--- config.mk ---
export PLATFORM = sky130hd
export DESIGN_NAME = vending_machine_multi_flat
export DESIGN_NICKNAME = d
export VERILOG_FILES = /design/src/rtl/vending_machine_multi_if.sv /design/src/rtl/vending_machine_multi.sv /design/src/flat_wrapper.sv
export SDC_FILE = /design/constraint.sdc
export NUM_CORES = 1
export LEC_CHECK = 0
export CAP_MARGIN = 30
export CORE_ASPECT_RATIO = 2
export CORE_MARGIN = 2
export CORE_UTILIZATION = 45
export CTS_BUF_LIST = sky130_fd_sc_hd__clkbuf_8 sky130_fd_sc_hd__clkbuf_16
export DETAILED_ROUTE_END_ITERATION = 12
export HOLD_SLACK_MARGIN = 0.08
export MAX_ROUTING_LAYER = met4
export PLACE_DENSITY = 0.64
export REMOVE_ABC_BUFFERS = 1
export SETUP_SLACK_MARGIN = 0.05
export SKIP_CTS_REPAIR_TIMING = 1
export SLEW_MARGIN = 15
export SYNTH_ARGS = -nofsm -noshare
export SYNTH_HDL_FRONTEND = slang
export SYNTH_SLANG_ARGS = --single-unit
--- constraint.sdc ---
create_clock -name clk -period 5 [get_ports clk]
set_input_delay 1 -clock clk [delete_from_list [all_inputs] [get_ports clk]]
set_output_delay 1 -clock clk [all_outputs]
set_load 0.1 [all_outputs]
--- src/rtl/vending_machine_multi_if.sv ---
// Coin-acceptor / dispenser bus of the multi-product vending controller.
// refund_req exists only when VM_REFUND_EN is defined.
interface vending_machine_multi_if #(
  parameter int unsigned SEL_W    = 2,
  parameter int unsigned CREDIT_W = 8
) ();

  logic [1:0]          in;
  logic [SEL_W-1:0]    sel;
  logic                sel_valid;
`ifdef VM_REFUND_EN
  logic                refund_req;
`endif
  logic                out;
  logic [SEL_W-1:0]    item;
  logic [1:0]          change;
  logic [CREDIT_W-1:0] credit;
  logic                busy;
  logic                coin_reject;

  modport master (
    output in, sel, sel_valid,
`ifdef VM_REFUND_EN
    output refund_req,
`endif
    input  out, item, change, credit, busy, coin_reject
  );

  modport slave (
    input  in, sel, sel_valid,
`ifdef VM_REFUND_EN
    input  refund_req,
`endif
    output out, item, change, credit, busy, coin_reject
  );

endinterface

--- src/rtl/vending_machine_multi.sv ---
// Multi-product vending controller: three coin denominations, per-item prices,
// greedy one-coin-per-cycle change. Optional refund request behind VM_REFUND_EN.
module vending_machine_multi #(
  parameter int unsigned CREDIT_W   = 8,
  parameter int unsigned COIN1_VAL  = 5,
  parameter int unsigned COIN2_VAL  = 10,
  parameter int unsigned COIN3_VAL  = 25,
  parameter int unsigned NUM_ITEMS  = 4,
  parameter int unsigned SEL_W      = 2,
  parameter int unsigned BASE_PRICE = 15,
  parameter int unsigned PRICE_STEP = 5,
  parameter int unsigned MAX_CREDIT = 100
) (
  input  logic                    clk,
  input  logic                    rst_n,
  vending_machine_multi_if.slave  vm_if
);

  localparam logic [1:0] StIdle   = 2'd0;
  localparam logic [1:0] StCredit = 2'd1;
  localparam logic [1:0] StVend   = 2'd2;
  localparam logic [1:0] StChange = 2'd3;

  localparam logic [CREDIT_W-1:0] Coin1Val  = CREDIT_W'(COIN1_VAL);
  localparam logic [CREDIT_W-1:0] Coin2Val  = CREDIT_W'(COIN2_VAL);
  localparam logic [CREDIT_W-1:0] Coin3Val  = CREDIT_W'(COIN3_VAL);
  localparam logic [CREDIT_W:0]   MaxCredit = (CREDIT_W+1)'(MAX_CREDIT);

  function automatic logic [CREDIT_W-1:0] coin_value(input logic [1:0] code);
    case (code)
      2'd1:    return Coin1Val;
      2'd2:    return Coin2Val;
      2'd3:    return Coin3Val;
      default: return '0;
    endcase
  endfunction

  // Largest coin not exceeding amt; prices are multiples of COIN1 so this always drains.
  function automatic logic [1:0] greedy_coin(input logic [CREDIT_W-1:0] amt);
    if (amt >= Coin3Val)      return 2'd3;
    else if (amt >= Coin2Val) return 2'd2;
    else if (amt >= Coin1Val) return 2'd1;
    else                      return 2'd0;
  endfunction

  function automatic logic [CREDIT_W-1:0] price_of(input logic [SEL_W-1:0] k);
    return CREDIT_W'(BASE_PRICE + 32'(k) * PRICE_STEP);
  endfunction

  logic [1:0]          state_q, state_d;
  logic [CREDIT_W-1:0] credit_q, credit_d;
  logic                out_q, out_d;
  logic [SEL_W-1:0]    item_q, item_d;
  logic [1:0]          change_q, change_d;
  logic                busy_q, busy_d;
  logic                reject_q, reject_d;

  logic                coin_present;
  logic [CREDIT_W:0]   credit_sum;
  logic                coin_fits;
  logic [CREDIT_W-1:0] sel_price;
  logic                sel_in_range;
  logic                buy_ok;
  logic                refund_go;
  logic [1:0]          change_code;
  logic [CREDIT_W-1:0] change_amt;

  assign coin_present = |vm_if.in;
  assign credit_sum   = {1'b0, credit_q} + {1'b0, coin_value(vm_if.in)};
  assign coin_fits    = credit_sum <= MaxCredit;
  assign sel_price    = price_of(vm_if.sel);
  assign sel_in_range = 32'(vm_if.sel) < NUM_ITEMS;
  assign buy_ok       = vm_if.sel_valid && sel_in_range && (credit_q >= sel_price);
  assign change_code  = greedy_coin(credit_q);
  assign change_amt   = coin_value(change_code);

`ifdef VM_REFUND_EN
  assign refund_go = vm_if.refund_req && (credit_q != '0);
`else
  assign refund_go = 1'b0;
`endif

  // Outputs are registered alongside the state, so they describe the state being entered.
  always_comb begin
    state_d  = state_q;
    credit_d = credit_q;
    out_d    = 1'b0;
    item_d   = '0;
    change_d = 2'd0;
    busy_d   = 1'b0;
    reject_d = 1'b0;

    case (state_q)
      StIdle, StCredit: begin
        if (refund_go) begin
          state_d  = StChange;
          change_d = change_code;
          credit_d = credit_q - change_amt;
          busy_d   = 1'b1;
          reject_d = coin_present;
        end else if (buy_ok) begin
          state_d  = StVend;
          out_d    = 1'b1;
          item_d   = vm_if.sel;
          credit_d = credit_q - sel_price;
          busy_d   = 1'b1;
          reject_d = coin_present;
        end else begin
          if (coin_present) begin
            if (coin_fits) begin
              credit_d = credit_sum[CREDIT_W-1:0];
            end else begin
              reject_d = 1'b1;
            end
          end
          state_d = (credit_d != '0) ? StCredit : StIdle;
        end
      end

      // VEND and CHANGE share the drain step: credit_q already holds the remainder.
      default: begin
        reject_d = coin_present;
        if (credit_q != '0) begin
          state_d  = StChange;
          change_d = change_code;
          credit_d = credit_q - change_amt;
          busy_d   = 1'b1;
        end else begin
          state_d = StIdle;
        end
      end
    endcase
  end

  always_ff @(posedge clk or negedge rst_n) begin
    if (!rst_n) begin
      state_q  <= StIdle;
      credit_q <= '0;
      out_q    <= 1'b0;
      item_q   <= '0;
      change_q <= 2'd0;
      busy_q   <= 1'b0;
      reject_q <= 1'b0;
    end else begin
      state_q  <= state_d;
      credit_q <= credit_d;
      out_q    <= out_d;
      item_q   <= item_d;
      change_q <= change_d;
      busy_q   <= busy_d;
      reject_q <= reject_d;
    end
  end

  assign vm_if.out         = out_q;
  assign vm_if.item        = item_q;
  assign vm_if.change      = change_q;
  assign vm_if.credit      = credit_q;
  assign vm_if.busy        = busy_q;
  assign vm_if.coin_reject = reject_q;

endmodule

--- src/flat_wrapper.sv ---
// flat-port wrapper written by rule: the top's interface ports become plain ports
module vending_machine_multi_flat 
#(
  parameter int unsigned CREDIT_W   = 8,
  parameter int unsigned COIN1_VAL  = 5,
  parameter int unsigned COIN2_VAL  = 10,
  parameter int unsigned COIN3_VAL  = 25,
  parameter int unsigned NUM_ITEMS  = 4,
  parameter int unsigned SEL_W      = 2,
  parameter int unsigned BASE_PRICE = 15,
  parameter int unsigned PRICE_STEP = 5,
  parameter int unsigned MAX_CREDIT = 100
)
  (clk, rst_n, vm_if_in, vm_if_sel, vm_if_sel_valid, vm_if_out, vm_if_item, vm_if_change, vm_if_credit, vm_if_busy, vm_if_coin_reject);
  vending_machine_multi_if #(.SEL_W(SEL_W), .CREDIT_W(CREDIT_W)) vm_if_i ();
  input  logic clk;
  input  logic rst_n;
  input wire logic [$bits(vm_if_i.in)-1:0] vm_if_in;
  input wire logic [$bits(vm_if_i.sel)-1:0] vm_if_sel;
  input wire logic [$bits(vm_if_i.sel_valid)-1:0] vm_if_sel_valid;
  output wire logic [$bits(vm_if_i.out)-1:0] vm_if_out;
  output wire logic [$bits(vm_if_i.item)-1:0] vm_if_item;
  output wire logic [$bits(vm_if_i.change)-1:0] vm_if_change;
  output wire logic [$bits(vm_if_i.credit)-1:0] vm_if_credit;
  output wire logic [$bits(vm_if_i.busy)-1:0] vm_if_busy;
  output wire logic [$bits(vm_if_i.coin_reject)-1:0] vm_if_coin_reject;
  assign vm_if_i.in = vm_if_in;
  assign vm_if_i.sel = vm_if_sel;
  assign vm_if_i.sel_valid = vm_if_sel_valid;
  assign vm_if_out = vm_if_i.out;
  assign vm_if_item = vm_if_i.item;
  assign vm_if_change = vm_if_i.change;
  assign vm_if_credit = vm_if_i.credit;
  assign vm_if_busy = vm_if_i.busy;
  assign vm_if_coin_reject = vm_if_i.coin_reject;
  vending_machine_multi #(.CREDIT_W(CREDIT_W), .COIN1_VAL(COIN1_VAL), .COIN2_VAL(COIN2_VAL), .COIN3_VAL(COIN3_VAL), .NUM_ITEMS(NUM_ITEMS), .SEL_W(SEL_W), .BASE_PRICE(BASE_PRICE), .PRICE_STEP(PRICE_STEP), .MAX_CREDIT(MAX_CREDIT)) u_core (.clk(clk), .rst_n(rst_n), .vm_if(vm_if_i));
endmodule
# After elaboration in Yosys (flattened, before gate mapping)
# Index checks and enable logic that the tools add are counted.
classes:
  n_reduce_logical: 7
  order_cmp: 5
  n_eq_ne: 7
  multipliers: 1
  n_mux: 28
  addsub: 4
op_table:
  columns: ["op", "count"]
  rows:
  - ["two-way mux 8 bit", 7]
  - ["case mux 5 bit (3 select lines)", 2]
  - ["two-way mux 2 bit", 9]
  - ["nonzero test 8 bit", 2]
  - ["two-way mux 1 bit", 10]
  - ["adder 8 x 5 -> 9 bit", 1]
  - ["less-or-equal comparator 9 x 7 -> 1 bit (second input constant)", 1]
  - ["equality test 2 bit (second input constant)", 4]
  - [">= comparator 8 x 3 -> 1 bit (second input constant)", 1]
  - [">= comparator 8 x 4 -> 1 bit (second input constant)", 1]
  - [">= comparator 8 x 5 -> 1 bit (second input constant)", 1]
  - [">= comparator 8 bit", 1]
  - ["subtractor 8 x 5 -> 8 bit", 1]
  - ["subtractor 8 bit", 1]
  - ["adder 4 x 5 -> 6 bit (first input constant)", 1]
  - ["equality test 2 x 1 -> 1 bit (second input constant)", 3]
  - ["multiplier 2 x 3 -> 5 bit (second input constant)", 1]
  - ["OR reduction 2 bit", 2]
  - ["logical NOT 2 bit", 1]
  - ["nonzero test 2 bit", 1]
  - ["logical AND 1 bit", 1]
word_totals:
  word_cells: 59
  ff_bits: 17
  in_bits: 7
  output_inout_bits: 15

# Longest topological paths before layout
# Gate-level depths: netlist (run 1).
logic_depth:
  word_depth: 12
  ltp_mapped: 14
  ltp_nobuf: 14

# Least setup slack after synthesis (run 1)
# No wires, ideal clock.
synth_timing:
  path_kind: "register to register"
  start: "reg u_core.credit_q[5] (netlist: u_core.vm_if.credit[5])"
  end: "reg u_core.credit_q[7] (netlist: u_core.vm_if.credit[7])"
  t_arrival_ns: 3.213
  path_stages_with_launch: 13
  n_path_buf: 1
  synth_period_minus_slack_ns: 3.343
  setup_time_ns: 0.130
  setup_slack_ns: 1.657
  path_cell_list: "dfrtp_1 -> clkbuf_8 -> or3_1 -> a31oi_1 -> o21ai_0 -> ha_1 -> nor2b_1 -> o21a_1 -> a311o_1 -> o32ai_1 -> nand2_1 -> o31ai_1 -> o22ai_1"
synth_between:
  elab_chain_cells: 9
synth_lines:
  columns: ["item", "line_no", "text"]
  rows:
  - ["start: declaration", "vending_machine_multi.sv:51", "logic [CREDIT_W-1:0] credit_q, credit_d;"]
  - ["start signal: assignment", "vending_machine_multi.sv:146", "credit_q <= credit_d;"]
  - [">= comparator 8 x 3 -> 1 bit", "vending_machine_multi.sv:42", "else if (amt >= Coin1Val) return 2'd1;"]
  - ["two-way mux 1 bit", "vending_machine_multi.sv:42", null]
  - ["two-way mux 2 bit", "vending_machine_multi.sv:41", "else if (amt >= Coin2Val) return 2'd2;"]
  - ["two-way mux 2 bit", "vending_machine_multi.sv:40", "if (amt >= Coin3Val) return 2'd3;"]
  - ["equality test 2 bit or equality test 2 x 1 -> 1 bit (tied branches)", "vending_machine_multi.sv:30", "case (code)"]
  - ["case mux 5 bit (3 select lines)", "vending_machine_multi.sv:30", null]
  - ["subtractor 8 x 5 -> 8 bit", null, null]
  - ["two-way mux 8 bit", "vending_machine_multi.sv:123", "if (credit_q != '0) begin"]
  - ["two-way mux 8 bit", "vending_machine_multi.sv:93", "case (state_q)"]
# Several ways; a longest one is shown, not always the timed one. The select of a mux whose other input is x is not followed.
# A chain may end at the register's enable or synchronous reset.

# Worst setup path after layout (run 1)
layout_timing:
  start: "in vm_if_sel[1]"
  end: "reg u_core.credit_q[5] (netlist: u_core.vm_if.credit[5])"
layout_between:
  elab_chain_cells: 6
layout_lines:
  columns: ["item", "line_no", "text"]
  rows:
  - ["start: declaration", "flat_wrapper.sv:19", "input wire logic [$bits(vm_if_i.sel)-1:0] vm_if_sel;"]
  - ["multiplier 2 x 3 -> 5 bit (*)", "vending_machine_multi.sv:47", "return CREDIT_W'(BASE_PRICE + 32'(k) * PRICE_STEP);"]
  - ["adder 4 x 5 -> 6 bit (*)", "vending_machine_multi.sv:47", null]
  - [">= comparator 8 bit", "vending_machine_multi.sv:73", "assign buy_ok = vm_if.sel_valid && sel_in_range && (credit_q >= sel_price);"]
  - ["logical AND 1 bit", "vending_machine_multi.sv:73", null]
  - ["two-way mux 8 bit (*)", "vending_machine_multi.sv:101", "end else if (buy_ok) begin"]
  - ["two-way mux 8 bit (*)", "vending_machine_multi.sv:93", null]
# Every way passes the cells marked *; elsewhere a longest branch is shown, timed or not.

==> flow_summary.toml, run 1 <==
[outcome]
outcome = "complete, no violations"

[cts]
worstSkewPairLatency_ps = 250
path_clk_slew_ps = 60
clockRootBuffer = "clkbuf_8"
cts_buffer_depth = 2
cts_buffers = 3
cts_tree = "yes"
clkSinkCount = 15
cts_htree_levels = 1

[routing]
dr.pass1.iters = 4
wl_per_cell_um = 17.41
drt-initial-drc-count = 53
drc = 0
antenna_left = 0
vias_per_cell = 6.048
wl_um = 4718
num_vias = 1639

[setup_path]
endpoint_kind = "flop"
path_class = "in2reg"
worst-path-max-fanout = 9
cp_data_required_time_ps = 5180
worstPathArrival_ps = 3970
start_kind = "input port"

[global_routing]
grt_pass1_wl_um = 8231
grt.total_usage = 0.2356
antenna_found_initial = 0
grt_max_degree = 17
grt-ovfl-total = 0
grt_pass1_vias = 1769

[yosys]
synth_commonest_cells = "ha_1, nor2_1, dfrtp_1"
yosysTopAreaCell = "dfrtp_1"
ys_warn_count = 0
synth-seq-area-share = 0.2089
yosys-top-cells-area = "dfrtp_1, ha_1, nor2_1"
yosysTopAreaCellShare = 0.2089
synth_enable_flop_cells = 0
ys.flop_type = "dfrtp_1"
synthCells = 202
yosysMostFrequentCell = "ha_1"
async_flop_share = 1.000
synth_cell_types = 61
syn_area_um2 = 1797
avgSynthCellArea_um2 = 8.895
ys_ff_latch = 15

[timing]
period_minus_slack_ps = 3784
setup_viol_count_final = 0
finalHoldViolations = 0
whs_ps = 692.7
slew-limit-headroom = 0.3536
setup_ws_ps = 1216
fmax_mhz = 264.2
fin_setup_tns_ps = 0
slew_viol_final = 0
rsz0062_at_grt = "false"
worst_pin_slew_ps = 966.6
skew_ps = 2.952
period_share = 0.7569

[placement]
place_hpwl_um = 3799
numPortBuffers = 21
place_area_um2 = 2022
post-place-ws_ps = 969.4
gp_congestion = 0.9895

[floorplanning]
rows = 32
start_util = 0.4674
io_pins = 22
die_h_um = 93.36
dieArea_um2 = 4545
coreArea_um2 = 3844
dieWidth_um = 48.68

[cells_and_area]
num_antenna_cells = 0
fin_area_um2 = 2068
multi_input_comb_area_um2 = 1335
drive_above_1_share = 0.1136
fillCellCount = 394
ff_latch_area_um2 = 375.4
nNetsFinal = 252
syn_to_final_growth_pct = 15.11

[hold_path]
hold_path.class = "reg2reg"

[job]
cap_violations = 0
-- through the flow --
stage,instances,util
global route,271,0.5381
detailed placement,267,0.5260
finish,271,0.5381
CTS,271,0.5381
global placement,267,0.5260
floorplan,195,-
-- final cells by class --
class / count / area share
inverter: 10 / 0.01815
timing repair buffer: 21 / 0.1016
tap: 51 / 0.03085
sequential: 15 / 0.1815
clock buffer: 3 / 0.01996
multi-input combinational: 170 / 0.6455
clock inverter: 1 / 0.002420
-- placed cells by master (no fill, tap or decap), types with 2 or more instances in the layout --
master,n
ha_1,21
clkdlybuf4s50_1,21
nor2_1,18
dfrtp_1,15
inv_1,10
nand2_1,10
a21oi_1,10
nand3_1,10
o21ai_0,8
nor2b_1,6
xnor2_1,6
o21a_1,6
nand2b_1,5
a22oi_1,4
nor3_1,4
a21o_1,3
o31ai_1,3
xor2_1,3
fa_1,3
clkbuf_8,3
or3_1,2
a31oi_1,2
o21bai_1,2
or4_1,2
and2_1,2
a21oi_2,2
or2_2,2
a21o_2,2
o211ai_1,2
a221oi_2,2
nand4_1,2
mux2i_1,2
-- worst paths after layout --
path	from	endpoint	slack (ps)	cells after the start
setup / recovery	vm_if_sel[1]	u_core.vm_if.credit[5]	1220	10
hold / removal	u_core.vm_if.credit[7]	u_core.vm_if.credit[7]	690	2
setup reg to reg	u_core.vm_if.credit[5]	u_core.vm_if.credit[7]	1740	10
hold reg to reg	u_core.vm_if.credit[7]	u_core.vm_if.credit[7]	690	2
max in group asynchronous	rst_n	u_core.vm_if.item[0]	3390	1
min in group asynchronous	rst_n	u_core.vm_if.change[0]	1160	1
-- registers in the layout, indices dropped and copies added (netlist names) --
name	flops
u_core.vm_if.credit	8
u_core.vm_if.change	2
u_core.vm_if.item	2
u_core.vm_if.busy	1
u_core.vm_if.coin_reject	1
u_core.vm_if.out	1
-- metal layers --
| layer | routed length [µm] | track usage |
|---|---|---|
| met3 | 79 | 0.01757 |
| met5 | 0 | - |
| met1 | 1755 | 0.2376 |
| met2 | 2743 | 0.4452 |
| met4 | 140 | 0.1190 |
-- cells by family after synthesis --
| family | after synthesis | synth area share |
|---|---|---|
| compound gates | 64 | 0.2897 |
| xor+xnor | 10 | 0.05293 |
| fa+ha+maj | 24 | 0.1797 |
| buf+inv | 17 | 0.04805 |
| flops | 15 | 0.2089 |
| mux | 2 | 0.01114 |
| simple gates | 70 | 0.2096 |
-- worst max-delay path: stages --
cell and delay [ps]:
clkdlybuf4s50_1 580, inv_1 110, ha_1 340, fa_1 460, a21o_1 170, a21oi_1 160
o211ai_1 200, a21o_2 330, or4_1 500, nand3_1 100
Power of run 1 is left out: the tool's default activity adds up to more than one toggle a clock period on the data nets, which glitch-free logic cannot reach.
==> run 2: changes to the inputs <==
Settings changed: PLACE_DENSITY 0.64 to 0.66.
Clock period 5 ns to 3.4 ns, I/O delays scaled along.
==> run 2 against run 1 <==
- setup slack worse by 950 ps
- die area stayed put
- global-route usage rose by 0.51 points
- via count increased by 4.9%
- clock-buffer cell count stayed put
- register-to-register slack got worse by 1400 ps
- cell count grew 10%
- critical path type unchanged
- utilization up 5.2 points
- non-clock buffer count rose by 28
- sequential cell count unchanged
- clock skew is 2.2 ps lower
==> flow_summary.toml, run 2 (synthesis gave the netlist of run 1 again) <==
[routing]
vias_per_cell = 5.749
drt-initial-drc-count = 36
wl_um = 4833
drc = 0
antenna_left = 0
dr.pass1.iters = 4
wl_per_cell_um = 16.16
num_vias = 1719

[floorplanning]
dieWidth_um = 48.68
coreArea_um2 = 3844
dieArea_um2 = 4545
io_pins = 22
rows = 32
die_h_um = 93.36
start_util = 0.4674

[global_routing]
grt_max_degree = 16
grt_pass1_vias = 1697
grt-ovfl-total = 0
antenna_found_initial = 0
grt.total_usage = 0.2407
grt_pass1_wl_um = 8148

[outcome]
outcome = "complete, no violations"

[setup_path]
worstPathArrival_ps = 3330
cp_data_required_time_ps = 3590
critPathLaunch = "vm_if_in[0]"
endpoint_kind = "flop"
start_kind = "input port"
worst-path-max-fanout = 11
r2r_start = "u_core.vm_if.credit[5]"
path_class = "in2reg"

[cts]
cts_htree_levels = 1
cts_buffer_depth = 2
path_clk_slew_ps = 60
cts_tree = "yes"
worstSkewPairLatency_ps = 250
clkSinkCount = 15
cts_buffers = 3
clockRootBuffer = "clkbuf_8"

[timing]
slew_viol_final = 0
fmax_mhz = 318.8
period_share = 0.9226
skew_ps = 0.7594
rsz0062_at_grt = "false"
slew-limit-headroom = 0.3565
finalHoldViolations = 0
worst_pin_slew_ps = 962.3
period_minus_slack_ps = 3137
setup_viol_count_final = 0
whs_ps = 677.2

[cells_and_area]
nNetsFinal = 280
layout.cells.most_common_list = "buf_4, ha_1, nor2_1"
syn_to_final_growth_pct = 26.18
largest_reg_flops = 8
num_antenna_cells = 0
drive_above_1_share = 0.2460
fillCellCount = 375
utilization = 0.5898
mostFrequentLayoutCell = "buf_4"

[placement]
gp_congestion = 0.9414
place_hpwl_um = 4038
numPortBuffers = 21

[job]
cap_violations = 0

[hold_path]
hold_path.class = "reg2reg"
hp-start = "u_core.vm_if.credit[7]"
## run 2: changes by cell type in the layout (fill, tap and decap cells not counted), sizes merged
cell,change
clkinv,-1
clkdlybuf4s50,-9
inv,+1
buf,+37
## run 2: critical path: stages
cell and delay (ps):
clkdlybuf4s50_1 450, buf_4 150, and2_1 150, ha_1 340
and3_4 220, a221oi_2 300, nor2_1 80, o21ai_2 180
o311ai_4 140, buf_12 170, or4_1 390, nand3_1 90
## run 2: final timing paths
kind | end | slack (ps) | cells past startpoint
min in group asynchronous | u_core.vm_if.coin_reject | 860 | 1
max in group asynchronous | u_core.vm_if.change[1] | 2090 | 1
setup reg to reg | u_core.vm_if.credit[7] | 330 | 10
setup / recovery | u_core.vm_if.credit[5] | 260 | 12
hold reg to reg | u_core.vm_if.credit[7] | 680 | 2
hold / removal | u_core.vm_if.credit[7] | 680 | 2
## run 2: stage by stage
| step | TNS [ps] | instances | setup slack, ps | area, µm² |
|---|---|---|---|---|
| global placement | -48.95 | 294 | -28.81 | 2202 |
| floorplan | 0 | 195 | 70.06 | 1748 |
| finish | 0 | 299 | 263.0 | 2267 |
| CTS | 0 | 298 | 189.7 | 2247 |
| global route | 0 | 299 | 52.38 | 2267 |
| detailed placement | -260.8 | 294 | -71.82 | 2202 |
## run 2: cell type report
cell class              instances  area, µm²  area share
multi-input cells             170       1335      0.5889
repair buffers                 49      410.4      0.1810
flip-flops and latches         15      375.4      0.1656
well taps                      51      63.81     0.02815
clock buffers                   3      41.29     0.01821
inverters                      10      37.54     0.01656
clock inverters                 1      3.754    0.001656
## run 2: routing by layer
metal | part of all wire | up-vias | GRT usage
met5 | 0 | - | -
met3 | 0.027 | 19 | 0.01757
met2 | 0.58 | 43 | 0.4532
li1 | - | 841 | -
met4 | 0.049 | 0 | 0.1381
met1 | 0.34 | 816 | 0.2373
Power of run 2 is left out for the same reason.
==> run 3: changes to the inputs <==
Settings changed: PLACE_DENSITY 0.66 to 0.64.
Clock period 3.4 ns to 3.7 ns, I/O delays scaled along.
==> run 3 against run 2 <==
- setup slack worse by 24 ps
- largest cell class unchanged
- global-route usage fell by 0.44 points
- non-clock buffer count fell by 24
- worst hold slack worse by 14 ps
- register-to-register slack gained 100 ps
- design area fell by 7.4%
- utilization is 4.4 points lower
- highest routed layer unchanged
- sequential cell count stayed put
- first-iteration DRC count grew 17%
- critical path depth fell by 2
==> flow_summary.toml, run 3 (synthesis gave the netlist of run 1 again) <==
[outcome]
outcome = "complete, no violations"

[cts]
clkSinkCount = 15
cts_buffer_depth = 2
cts_buffers = 3
worstSkewPairLatency_ps = 250
cts_htree_levels = 1
clockRootBuffer = "clkbuf_8"
cts_tree = "yes"
path_clk_slew_ps = 60

[setup_path]
worstPathArrival_ps = 3650
slowest_stage = "clkdlybuf4s50_1"
critPathTopFamily = "compound AO/OA/AOI/OAI gates"
cp_data_required_time_ps = 3890
cpPeakStageDelay_ps = 580
endpoint_kind = "flop"
critical_path_buf_inv_count = 2
worst-path-max-fanout = 5
cp_cell_sequence = "clkdlybuf4s50_1, inv_1, ha_1, fa_1, a21o_1, a21oi_1, o211ai_1, a21o_2, or4_1, nand3_1"
path_class = "in2reg"
start_kind = "input port"

[global_routing]
grt_max_degree = 16
grt-ovfl-total = 0
grt_pass1_vias = 1717
grt.total_usage = 0.2363
antenna_found_initial = 0
grt_pass1_wl_um = 8079

[job]
cap_violations = 0

[floorplanning]
die_h_um = 93.36
dieArea_um2 = 4545
io_pins = 22
dieWidth_um = 48.68
rows = 32
start_util = 0.4674
coreArea_um2 = 3844

[routing]
drc = 0
wl_per_cell_um = 17.45
wl_um = 4799
vias_per_cell = 5.989
drt-initial-drc-count = 42
num_vias = 1647
dr.pass1.iters = 5
antenna_left = 0

[cells_and_area]
mostFrequentLayoutCell = "ha_1"
drive_above_1_share = 0.1563
largest_reg_flops = 8
num_antenna_cells = 0
fin_area_um2 = 2100
layout.cells.most_common_list = "ha_1, nor2_1, dfrtp_1"
nNetsFinal = 256
syn_to_final_growth_pct = 16.85

[hold_path]
hold_path.class = "reg2reg"

[timing]
slew-limit-headroom = 0.3521
slew_viol_final = 0
fmax_mhz = 289.0
period_share = 0.9353
skew_ps = 5.874
rsz0062_at_grt = "true"
setup_viol_count_final = 0
finalHoldViolations = 0
period_minus_slack_ps = 3461
fin_setup_tns_ps = 0
worst_pin_slew_ps = 968.8

[placement]
place_area_um2 = 2047
place_hpwl_um = 3889
numPortBuffers = 21
gp_congestion = 0.9539
==> run 3: tightest hold or removal path, stage by stage (launching register included) <==
cell and delay (ps):
dfrtp_1 400, o31ai_1 100, o22ai_1 110
==> run 3: final cells by class <==
class | instances | area, µm²
fill | 387 | 1744
multi-input combinational | 170 | 1343
sequential | 15 | 375.4
timing repair buffer | 25 | 235.2
tap | 51 | 63.81
clock buffer | 3 | 41.29
inverter | 10 | 37.54
clock inverter | 1 | 3.754
==> run 3: worst paths after layout <==
check,slack [ps],end,start,depth (start not counted)
setup / recovery,240,u_core.vm_if.credit[5],vm_if_sel[1],10
min in group asynchronous,910,u_core.vm_if.change[0],rst_n,1
hold / removal,660,u_core.vm_if.credit[7],u_core.vm_if.credit[6],2
setup reg to reg,430,u_core.vm_if.credit[7],u_core.vm_if.credit[4],10
hold reg to reg,660,u_core.vm_if.credit[7],u_core.vm_if.credit[6],2
max in group asynchronous,2330,u_core.vm_if.busy,rst_n,1
==> run 3: metrics by stage <==
step	utilization	hold WS (ps)	cells	worst slack (ps)
final	0.5462	663.6	275	239.5
after global routing	0.5462	750.0	275	47.37
after CTS	0.5443	663.6	275	252.4
after detailed placement	0.5326	650.0	271	8.377
after global placement	0.5326	613.6	271	141.0
after floorplan	-	444.4	195	370.1
==> run 3: metal layers <==
metal	up-vias	global-route usage	share of wire
met1	782	0.2305	0.35
met3	19	0.01278	0.032
met2	59	0.4429	0.56
li1	787	-	-
met4	0	0.1524	0.054
met5	-	-	0
Power of run 3 is left out for the same reason.
